$ cat src/rtl/ooo_pkg.sv
// Shared out-of-order core constants and the writeback request bundle.
// Imported by the PRF writeback arbiter and its round-robin picker.
package ooo_pkg;

   localparam int XLEN      = 32;
   localparam int PD_W      = 8;
   localparam int NUM_PREGS = 128;

   typedef struct packed {
      logic [PD_W-1:0] pd;
      logic [XLEN-1:0] data;
   } wb_req_t;

endpackage

$ cat src/rtl/rr_arbiter.sv
// Combinational round-robin picker: first set bit of req at or after ptr,
// wrapping; one-hot grant plus its index.
module rr_arbiter
#(
   parameter int N  = 3,
   parameter int IW = $clog2(N)
)
(
   input  logic [N-1:0]  req_i,
   input  logic [IW-1:0] ptr_i,
   output logic [N-1:0]  grant_o,
   output logic [IW-1:0] grant_idx_o
);

   import ooo_pkg::*;

   // One spare bit so ptr + offset never overflows before the wrap compare.
   logic [IW:0] idx;
   logic        found;

   always_comb begin
      grant_o     = '0;
      grant_idx_o = '0;
      found       = 1'b0;
      idx         = '0;
      for (int k = 0; k < N; k++) begin
         idx = {1'b0, ptr_i} + (IW+1)'(k);
         if (idx >= (IW+1)'(N)) begin
            idx = idx - (IW+1)'(N);
         end
         if (!found && req_i[idx[IW-1:0]]) begin
            grant_o[idx[IW-1:0]] = 1'b1;
            grant_idx_o          = idx[IW-1:0];
            found                = 1'b1;
         end
      end
   end

endmodule

$ cat src/rtl/prf_wb_arbiter.sv
// Physical register file writeback arbiter: one holding slot per unit,
// round-robin grant of occupied slots into a registered PRF write port.
module prf_wb_arbiter
#(
   parameter int N_REQ   = 3,
   parameter int XLEN    = ooo_pkg::XLEN,
   parameter int PD_W    = ooo_pkg::PD_W,
   parameter bit DROP_P0 = 1'b1
)
(
   input  logic                     clk,
   input  logic                     reset,
   input  logic                     flush,
   input  logic [N_REQ-1:0]         req_valid,
   input  logic [N_REQ*PD_W-1:0]    req_pd,
   input  logic [N_REQ*XLEN-1:0]    req_data,
   output logic [N_REQ-1:0]         req_ready,
   output logic                     write_en,
   output logic [PD_W-1:0]          pd_out,
   output logic [XLEN-1:0]          data_out,
   output logic [$clog2(N_REQ)-1:0] grant_id,
   output logic                     idle
);

   import ooo_pkg::*;

   localparam int IW = $clog2(N_REQ);

   logic [N_REQ-1:0] occ_q, occ_d;
   logic [PD_W-1:0]  slot_pd_q   [N_REQ];
   logic [XLEN-1:0]  slot_data_q [N_REQ];
   logic [IW-1:0]    rr_ptr_q, rr_ptr_d;

   logic             we_q, we_d;
   logic [PD_W-1:0]  pd_q, pd_d;
   logic [XLEN-1:0]  data_q, data_d;
   logic [IW-1:0]    gid_q, gid_d;

   logic [N_REQ-1:0] grant;
   logic [IW-1:0]    grant_idx;
   logic [N_REQ-1:0] accept;
   logic [N_REQ-1:0] keep;
   logic             any_grant;

   rr_arbiter #(
      .N  (N_REQ),
      .IW (IW)
   ) u_rr (
      .req_i       (occ_q),
      .ptr_i       (rr_ptr_q),
      .grant_o     (grant),
      .grant_idx_o (grant_idx)
   );

   assign any_grant = |occ_q;

   // A slot being granted this cycle is free again at the same edge.
   assign req_ready = {N_REQ{!flush}} & (~occ_q | grant);
   assign accept    = req_valid & req_ready;

   always_comb begin
      for (int i = 0; i < N_REQ; i++) begin
         keep[i] = !(DROP_P0 && (req_pd[i*PD_W +: PD_W] == '0));
      end
   end

   always_comb begin
      occ_d = occ_q;
      for (int i = 0; i < N_REQ; i++) begin
         if (grant[i]) begin
            occ_d[i] = 1'b0;
         end
         if (accept[i]) begin
            occ_d[i] = keep[i];
         end
      end
      if (flush) begin
         occ_d = '0;
      end
   end

   always_comb begin
      we_d     = 1'b0;
      pd_d     = pd_q;
      data_d   = data_q;
      gid_d    = gid_q;
      rr_ptr_d = rr_ptr_q;
      if (!flush && any_grant) begin
         we_d   = 1'b1;
         pd_d   = slot_pd_q[grant_idx];
         data_d = slot_data_q[grant_idx];
         gid_d  = grant_idx;
         if (grant_idx == IW'(N_REQ-1)) begin
            rr_ptr_d = '0;
         end else begin
            rr_ptr_d = grant_idx + IW'(1);
         end
      end
   end

   always_ff @(posedge clk) begin
      for (int i = 0; i < N_REQ; i++) begin
         if (accept[i]) begin
            slot_pd_q[i]   <= req_pd[i*PD_W +: PD_W];
            slot_data_q[i] <= req_data[i*XLEN +: XLEN];
         end
      end
   end

   always_ff @(posedge clk) begin
      if (reset) begin
         occ_q    <= '0;
         rr_ptr_q <= '0;
         we_q     <= 1'b0;
         pd_q     <= '0;
         data_q   <= '0;
         gid_q    <= '0;
      end else begin
         occ_q    <= occ_d;
         rr_ptr_q <= rr_ptr_d;
         we_q     <= we_d;
         pd_q     <= pd_d;
         data_q   <= data_d;
         gid_q    <= gid_d;
      end
   end

   assign write_en = we_q;
   assign pd_out   = pd_q;
   assign data_out = data_q;
   assign grant_id = gid_q;
   assign idle     = (occ_q == '0) && !we_q;

endmodule
$ cat config.mk
export PLATFORM = sky130hd
export DESIGN_NAME = prf_wb_arbiter
export DESIGN_NICKNAME = d
export VERILOG_FILES = /design/src/rtl/ooo_pkg.sv /design/src/rtl/rr_arbiter.sv /design/src/rtl/prf_wb_arbiter.sv
export SDC_FILE = /design/constraint.sdc
export NUM_CORES = 1
export LEC_CHECK = 0
export ABC_AREA = 1
export CORE_MARGIN = 5
export CORE_UTILIZATION = 51
export CTS_BUF_LIST = sky130_fd_sc_hd__clkbuf_8
export DETAILED_ROUTE_END_ITERATION = 10
export GPL_ROUTABILITY_DRIVEN = 0
export HOLD_SLACK_MARGIN = 0.08
export PLACE_DENSITY = 0.8
export SLEW_MARGIN = 20
export SYNTH_ARGS = -nofsm -noshare
export SYNTH_HDL_FRONTEND = slang
export SYNTH_SLANG_ARGS = --single-unit
$ cat constraint.sdc
create_clock -name clk -period 5.4 [get_ports clk]
set_clock_uncertainty 0.1 [all_clocks]
set_input_delay 1.08 -clock clk [delete_from_list [all_inputs] [get_ports clk]]
set_output_delay 1.08 -clock clk [all_outputs]
set_load 0.03 [all_outputs]
== Word level (Yosys, flattened, before mapping) ==
Memories as Yosys holds them, arrays and structs flattened. A register that Yosys moved wholly into a read port is not among the register bits.
Index checks and enable logic that the tools add are counted.

* Register bits: 8
* RAM bits: 120
* Bits of input ports: 126
* Output and inout port bits: 47
* Word-level logic and storage cells: 90
* Memories kept: 2

{| class="wikitable"
|+ Memories
! memory !! depth !! bits a word !! rd ports !! clocked after Yosys merged registers in !! write ports !! line !! text
|-
| slot_data_q || 3 || 32 || 1 || 1 || 3 || prf_wb_arbiter.sv:31 || <nowiki>logic [XLEN-1:0] slot_data_q [N_REQ];</nowiki>
|-
| slot_pd_q || 3 || 8 || 1 || 1 || 3 || prf_wb_arbiter.sv:30 || <nowiki>logic [PD_W-1:0] slot_pd_q [N_REQ];</nowiki>
|}

* Add/sub/neg operators: 6
* Magnitude comparators: 9
* Equality and inequality tests: 1
* Multiplexer cells: 37
* Bitwise gates (word level): 6
* Reductions and logical operators: 23

{| class="wikitable"
|+ Operator list
! cell !! count
|-
| zero test 8 bit || 3
|-
| two-way mux 1 bit || 21
|-
| two-way mux 2 bit || 7
|-
| less-than comparator 2 x 3 -> 1 bit, second input constant || 3
|-
| two-way mux 3 bit || 3
|-
| bitwise OR 3 bit || 3
|-
| logical AND 1 bit || 7
|-
| zero test 1 bit || 7
|-
| AND 3 bit || 2
|-
| binary-select mux 1 bit (select 2 bit) || 3
|-
| demux 1 bit (select 2 bit) || 3
|-
| greater-or-equal comparator 2 x 1 -> 1 bit, second input constant || 3
|-
| greater-or-equal comparator 3 x 2 -> 1 bit, second input constant || 2
|-
| nonzero test 2 bit || 3
|-
| subtractor 2 bit, second input constant || 3
|-
| adder 2 x 1 -> 3 bit, second input constant || 1
|-
| adder 2 x 2 -> 3 bit, second input constant || 1
|-
| zero test 3 bit || 1
|-
| inverter 3 bit || 1
|-
| OR reduction 3 bit || 1
|-
| adder 2 x 1 -> 2 bit, second input constant || 1
|-
| == test 2 bit, second input constant || 1
|-
| greater-or-equal comparator 2 bit, second input constant || 1
|-
| OR reduction 2 bit || 1
|}

== Logic depth before layout (Yosys ltp) ==
* Word-level depth: 16
* Depth in mapped cells: 16
* Gate-level depth less buffers: 15

== Modules after synthesis ==
A second synthesis with hierarchy kept.

* Cell total of the unflattened synthesis: 677
* Area, all modules: 6,680.2 um2

{| class="wikitable"
|+ By module, submodules not included
! module !! times used !! cells an instance !! area each (um2) !! seq. area each (um2)
|-
| prf_wb_arbiter || 1 || 614 || 6,353.6 || 4,564.4
|-
| rr_arbiter || 1 || 63 || 326.6 || 0.0
|}

== Worst setup path after synthesis ==
Ideal clock, no wire load.

* Path kind: register -> register
* Start point: register rr_ptr_q[0]
* End point: memory slot_data_q[0][0], enable pin
* Setup time: 0.487 ns
* Data arrival time: 4.219 ns
* Data required time: 4.813 ns
* Path slack: 0.594 ns
* Stages on the path, launching flop included: 15
* Path buffers: 0
* Clock period less this slack: 4.806 ns
* Path through: dfxtp_1 > inv_1 > ha_1 > inv_1 > nand2_1 > nand2_1 > nand2_1 > nand2_1 > nor2_1 > nand2_1 > o21ai_0 > nor2_1 > nand2_1 > inv_1 > nor3_1

{| class="wikitable"
|+ RTL lines
! what !! line !! text
|-
| start: declaration || prf_wb_arbiter.sv:32 || <nowiki>logic [IW-1:0] rr_ptr_q, rr_ptr_d;</nowiki>
|-
| start signal: assignment || prf_wb_arbiter.sv:120 || <nowiki>rr_ptr_q <= rr_ptr_d;</nowiki>
|-
| end: declaration || prf_wb_arbiter.sv:31 ||
|}

== Worst setup path after layout ==
* Start point: register rr_ptr_q[0]
* End point: output port req_ready[0]

* Word-level cells in the longest chain between the ends: 13
* Elaborated cells on any way between the ends: 45
* Those cells by class: 5 x add/sub; 9 x order compare; 20 x mux; 4 x bitwise; 7 x reduce/logical

{| class="wikitable"
|+ Ends and longest elaborated chain
! what !! line !! text
|-
| adder 2 x 1 -> 3 bit, or another cell as far along || rr_arbiter.sv:27 || <nowiki>idx = {1'b0, ptr_i} + (IW+1)'(k);</nowiki>
|-
| greater-or-equal comparator 3 x 2 -> 1 bit, or another cell as far along || rr_arbiter.sv:28 || <nowiki>if (idx >= (IW+1)'(N)) begin</nowiki>
|-
| two-way mux 2 bit, or another cell as far along || rr_arbiter.sv:28 ||
|-
| less-than comparator 2 x 3 -> 1 bit (not written as such), or another cell as far along || rr_arbiter.sv:32 || <nowiki>grant_o[idx[IW-1:0]] = 1'b1;</nowiki>
|-
| logical AND 1 bit (not written as such), or another cell as far along || rr_arbiter.sv:32 ||
|-
| two-way mux 1 bit (not written as such), or another cell as far along || rr_arbiter.sv:32 ||
|-
| demux 1 bit (select 2 bit), or another cell as far along || - ||
|-
| bitwise OR 3 bit (no source line) / two-way mux 1 bit (equally long branches) || - ||
|-
| two-way mux 3 bit / zero test 1 bit (equally long branches) || rr_arbiter.sv:31 || <nowiki>if (!found && req_i[idx[IW-1:0]]) begin</nowiki>
|-
| bitwise OR 3 bit (no source line) / logical AND 1 bit (equally long branches) || - ||
|-
| two-way mux 3 bit (*) || rr_arbiter.sv:31 ||
|-
| bitwise OR 3 bit (*) || prf_wb_arbiter.sv:58 || <nowiki>assign req_ready = {N_REQ{!flush}} & (~occ_q | grant);</nowiki>
|-
| AND 3 bit (*) || prf_wb_arbiter.sv:58 ||
|-
| end: declaration || prf_wb_arbiter.sv:17 || <nowiki>output logic [N_REQ-1:0] req_ready,</nowiki>
|}

Mark *: on every way between the ends. The rest lies on a longest branch, timed or not. The select of a mux whose other input is x is not followed.

==> results.txt <==
In the final layout, the multi-input gates occupy 1800 um2. The final clock period utilization by the worst path is 79.7%. Summed over all nets, the switching power comes to 0.756 mW. The number of diodes added for antenna fixing came out at 0.

The highest metal layer used by the detailed router is met4. The first-pass GRT wire length is 27.5 mm. The aggregate routed wire length is 17.6 mm. The highest clock rate is 232 MHz. The buffer levels on the longest clock path came out at 2. The top-level port count came out at 173.

The met3 wire length came out at 1.24 mm. The number of cells upsized or downsized after cts came out at 0. CTS placed an instance of sky130_fd_sc_hd__clkbuf_8 at the clock tree root.

The data required time at the worst endpoint came out at 4.22 ns. The number of hold-slack violations in the final timing report was 0. The critical path is of the flip-flop to output port type. The clock-pin slew of the registers on the worst-case setup and hold paths is 0.09 ns. The worst hold path belongs to the class flip-flop to flip-flop. The core occupancy in the finished layout is 69.3%. The overall routing resource usage is 22.6%. The area enclosed by the die boundary is 15,600 um2. The via count of the first global-routing pass came to 5,296. The worst IR drop on VDD came out at 0.251 mV. The growth of design area from synthesis to finish came out at 35.0%. Buffers inserted to repair hold after CTS numbered 0. The static leakage is 3.68 nW. Counting flops and latches in the post-synthesis netlist gives 168. The fraction of final layout cells sized beyond drive strength 1 came out at 6.14%. After synthesis, the mean cell area works out to 10.3 um2. Yosys mapped a number of flops with a built-in enable equal to 120. After legalization and detailed placement, the total HPWL measured 11.8 mm. The number of maximum-capacitance violations came out at 0. The worst setup path is launched from a flip-flop. The number of buffer cells added on primary ports is 172. The cell area power density is 334 nW/um2. The total nets after synthesis is 782. The initial cell density of the core is 51.3%. The count of unique library cells instantiated by Yosys came out at 29. The final routed wire length divided by cell count came out at 17.5 um. The worst setup path is captured at an output port. Among all flip-flop cells after synthesis, the most frequent one is sky130_fd_sc_hd__edfxtp_1. The DRC violation count after routing came out at 0.

The violation count after the first detailed-route iteration came out at 357. The first detailed-routing pass ran for 5 iterations. The setup TNS is 0 ns. The total number of vias is 5,216.

The post-route minimum period came out at 4.31 ns. The count of nets left with antenna violations after detail routing is 0. The flow ran to the end, and the final reports show no timing, DRC or antenna violations.

The number of core rows came out at 42. The die is 125 um wide. The number of setup buffers added after CTS is 0.

CTS built an H-tree with a depth of 4. The ratio of routed vias to standard cells is 5.18. TritonCTS built the clock tree. Clock tree synthesis found a total of 168 sinks. The final-stage net count came out at 947. The portion of total power attributed to sequential cells came out at 48.9%. The logic gate share of total power came out at 15.4%. The synthesized netlist cell count is 652. The cell depth of the worst hold path is 2. At the pin with the least slew margin, the transition time is 1.10 ns.

The internal power component is 2.27 mW. The post-synth design cell area is 6720 um2. Sequential cells were found to cover 68.0% of the synthesized design area. The number of cell instances on the worst register-to-register path is 16. The die is 125 um tall. The initial antenna violation count is 0. The wire length the detailed router placed on met1 is 6.89 mm. After filler insertion, the fill cell instance count of the layout stands at 976.

The final global-route overflow total came out at 0. The Yosys warning count came out at 0. The largest fanout on the critical path is 6. Setup repair after global routing left no endpoint under its margin. In the detailed route, the total length drawn on met2 is 8.79 mm. The final-report max-slew violation count came out at 0. The max-slew headroom at the worst pin is 26.8%. Setup violations remaining at the end of the flow were counted as 0.

STA puts the critical path data arrival time at 3.13 ns. The worst-skew pair later-pin latency is 0.44 ns. The share of synthesized registers carrying an async set or reset is 0%. The floorplan step defined a core boundary enclosing 13,100 um2. In this run, the clock network consumes 35.7% of the power. The combined flip-flop and latch cell area is 4560 um2. Counting the buffers created by CTS gives 17. The switching portion of total power came out at 25.0%. The largest net degree at the start of global routing is 49.
-- registers in the layout (all words and copies together) (netlist names) --
register	count
write_en	1
slot_pd_q	24
occ_q	3
pd_out	8
slot_data_q	96
rr_ptr_q	2
data_out	32
grant_id	2
-- through the flow --
step           hold WS, ns  instance area (um2)  power, mW  std cells  setup slack (ns)
2_1_floorplan        0.380                 6720       1.77        652             0.594
3_3_place_gp         0.393                 8570       1.96        974              1.36
3_5_place_dp         0.409                 8570       1.97        974              1.20
4_1_cts              0.427                 9060       3.04       1006              1.16
5_1_grt              0.465                 9060       3.15       1006             0.855
6_report             0.421                 9060       3.03       1006              1.09
-- worst max-delay path, stage by stage, from the launching register on --
cell,delay [ns]
sky130_fd_sc_hd__dfxtp_1,0.40
sky130_fd_sc_hd__inv_1,0.09
sky130_fd_sc_hd__ha_1,0.39
sky130_fd_sc_hd__inv_1,0.10
sky130_fd_sc_hd__nand2_1,0.10
sky130_fd_sc_hd__nand2_1,0.05
sky130_fd_sc_hd__nand2_1,0.08
sky130_fd_sc_hd__nand2_1,0.15
sky130_fd_sc_hd__nor2_1,0.18
sky130_fd_sc_hd__nand2_1,0.06
sky130_fd_sc_hd__o21ai_0,0.08
sky130_fd_sc_hd__nor2_1,0.06
sky130_fd_sc_hd__nand2_1,0.09
sky130_fd_sc_hd__inv_1,0.07
sky130_fd_sc_hd__nor2_1,0.09
sky130_fd_sc_hd__clkdlybuf4s50_1,0.71
-- synth_stat cells, types with 3 or more instances --
master                     number  area share (%)
sky130_fd_sc_hd__inv_1         54             3.0
sky130_fd_sc_hd__a21oi_1       20             1.5
sky130_fd_sc_hd__and2_0         3            0.28
sky130_fd_sc_hd__buf_4          3            0.34
sky130_fd_sc_hd__inv_2          4            0.22
sky130_fd_sc_hd__edfxtp_1     120              54
sky130_fd_sc_hd__o21ai_0       20             1.5
sky130_fd_sc_hd__clkbuf_1      11            0.61
sky130_fd_sc_hd__nand4_1       28             2.6
sky130_fd_sc_hd__dfxtp_1       48              14
sky130_fd_sc_hd__nor2_1        45             2.5
sky130_fd_sc_hd__buf_2         15             1.1
sky130_fd_sc_hd__o31ai_1        3            0.34
sky130_fd_sc_hd__nand3_1       41             3.1
sky130_fd_sc_hd__nor4_1         7            0.65
sky130_fd_sc_hd__nor3_1         3            0.22
sky130_fd_sc_hd__nand2_1      211              12
sky130_fd_sc_hd__ha_1           4            0.75
-- layer usage --
layer	global-route usage [%]	up-vias
li1	-	2515
met1	26.8	2420
met2	38.6	231
met3	5.96	50
met4	9.74	0
met5	0	-
-- cell type report --
class                           instances  area share, %
Timing Repair Buffer                  178           19.5
Multi-Input combinational cell        393           19.8
Clock buffer                           20           3.04
Inverter                               59           2.44
Clock inverter                         12           2.42
Tap cell                              176           2.43
Sequential cell                       168           50.4
-- worst paths after layout --
kind,start,to,slack (ns)
max,rr_ptr_q[0]$_SDFFE_PP0P_,req_ready[0],1.09
min,grant_id[1]$_SDFFE_PP0P_,grant_id[1]$_SDFFE_PP0P_,0.42
max reg2reg,rr_ptr_q[0]$_SDFFE_PP0P_,data_out[13]$_SDFFE_PP0P_,1.92
min reg2reg,grant_id[1]$_SDFFE_PP0P_,grant_id[1]$_SDFFE_PP0P_,0.42
-- cells in the final DEF (no fill, tap or decap), types with 2 or more instances in the layout --
| cell | Yosys | layout |
|---|---|---|
| sky130_fd_sc_hd__a21oi_1 | 20 | 20 |
| sky130_fd_sc_hd__and2_0 | 3 | 3 |
| sky130_fd_sc_hd__buf_4 | 3 | 6 |
| sky130_fd_sc_hd__bufinv_16 | 0 | 6 |
| sky130_fd_sc_hd__clkbuf_8 | 0 | 20 |
| sky130_fd_sc_hd__clkdlybuf4s50_1 | 0 | 172 |
| sky130_fd_sc_hd__clkinv_2 | 0 | 2 |
| sky130_fd_sc_hd__dfxtp_1 | 48 | 48 |
| sky130_fd_sc_hd__edfxtp_1 | 120 | 120 |
| sky130_fd_sc_hd__ha_1 | 4 | 4 |
| sky130_fd_sc_hd__inv_1 | 54 | 55 |
| sky130_fd_sc_hd__inv_2 | 4 | 4 |
| sky130_fd_sc_hd__nand2_1 | 211 | 211 |
| sky130_fd_sc_hd__nand3_1 | 41 | 40 |
| sky130_fd_sc_hd__nand3_2 | 1 | 2 |
| sky130_fd_sc_hd__nand4_1 | 28 | 28 |
| sky130_fd_sc_hd__nor2_1 | 45 | 42 |
| sky130_fd_sc_hd__nor2_4 | 1 | 3 |
| sky130_fd_sc_hd__nor3_2 | 0 | 2 |
| sky130_fd_sc_hd__nor4_1 | 7 | 7 |
| sky130_fd_sc_hd__o21ai_0 | 20 | 20 |
| sky130_fd_sc_hd__o31ai_1 | 3 | 3 |
-- kinds of logic after synthesis --
kind of cell               after synthesis  share of synthesized area [%]
and+or+nand+nor                        342                           21.7
DFF                                    168                           68.0
buffers and inverters                   91                           5.76
AOI/OAI and AO/OA                       47                           3.88
adders and majority gates                4                          0.745
-- power groups by stage --
stage	Combinational, mW	Clock [mW]	Sequential, mW
2_1_floorplan	0.216	0	1.55
3_3_place_gp	0.452	0	1.51
3_5_place_dp	0.465	0	1.51
4_1_cts	0.467	1.10	1.48
5_1_grt	0.505	1.15	1.49
6_report	0.467	1.08	1.48
Power figures use the tool's default switching activity.
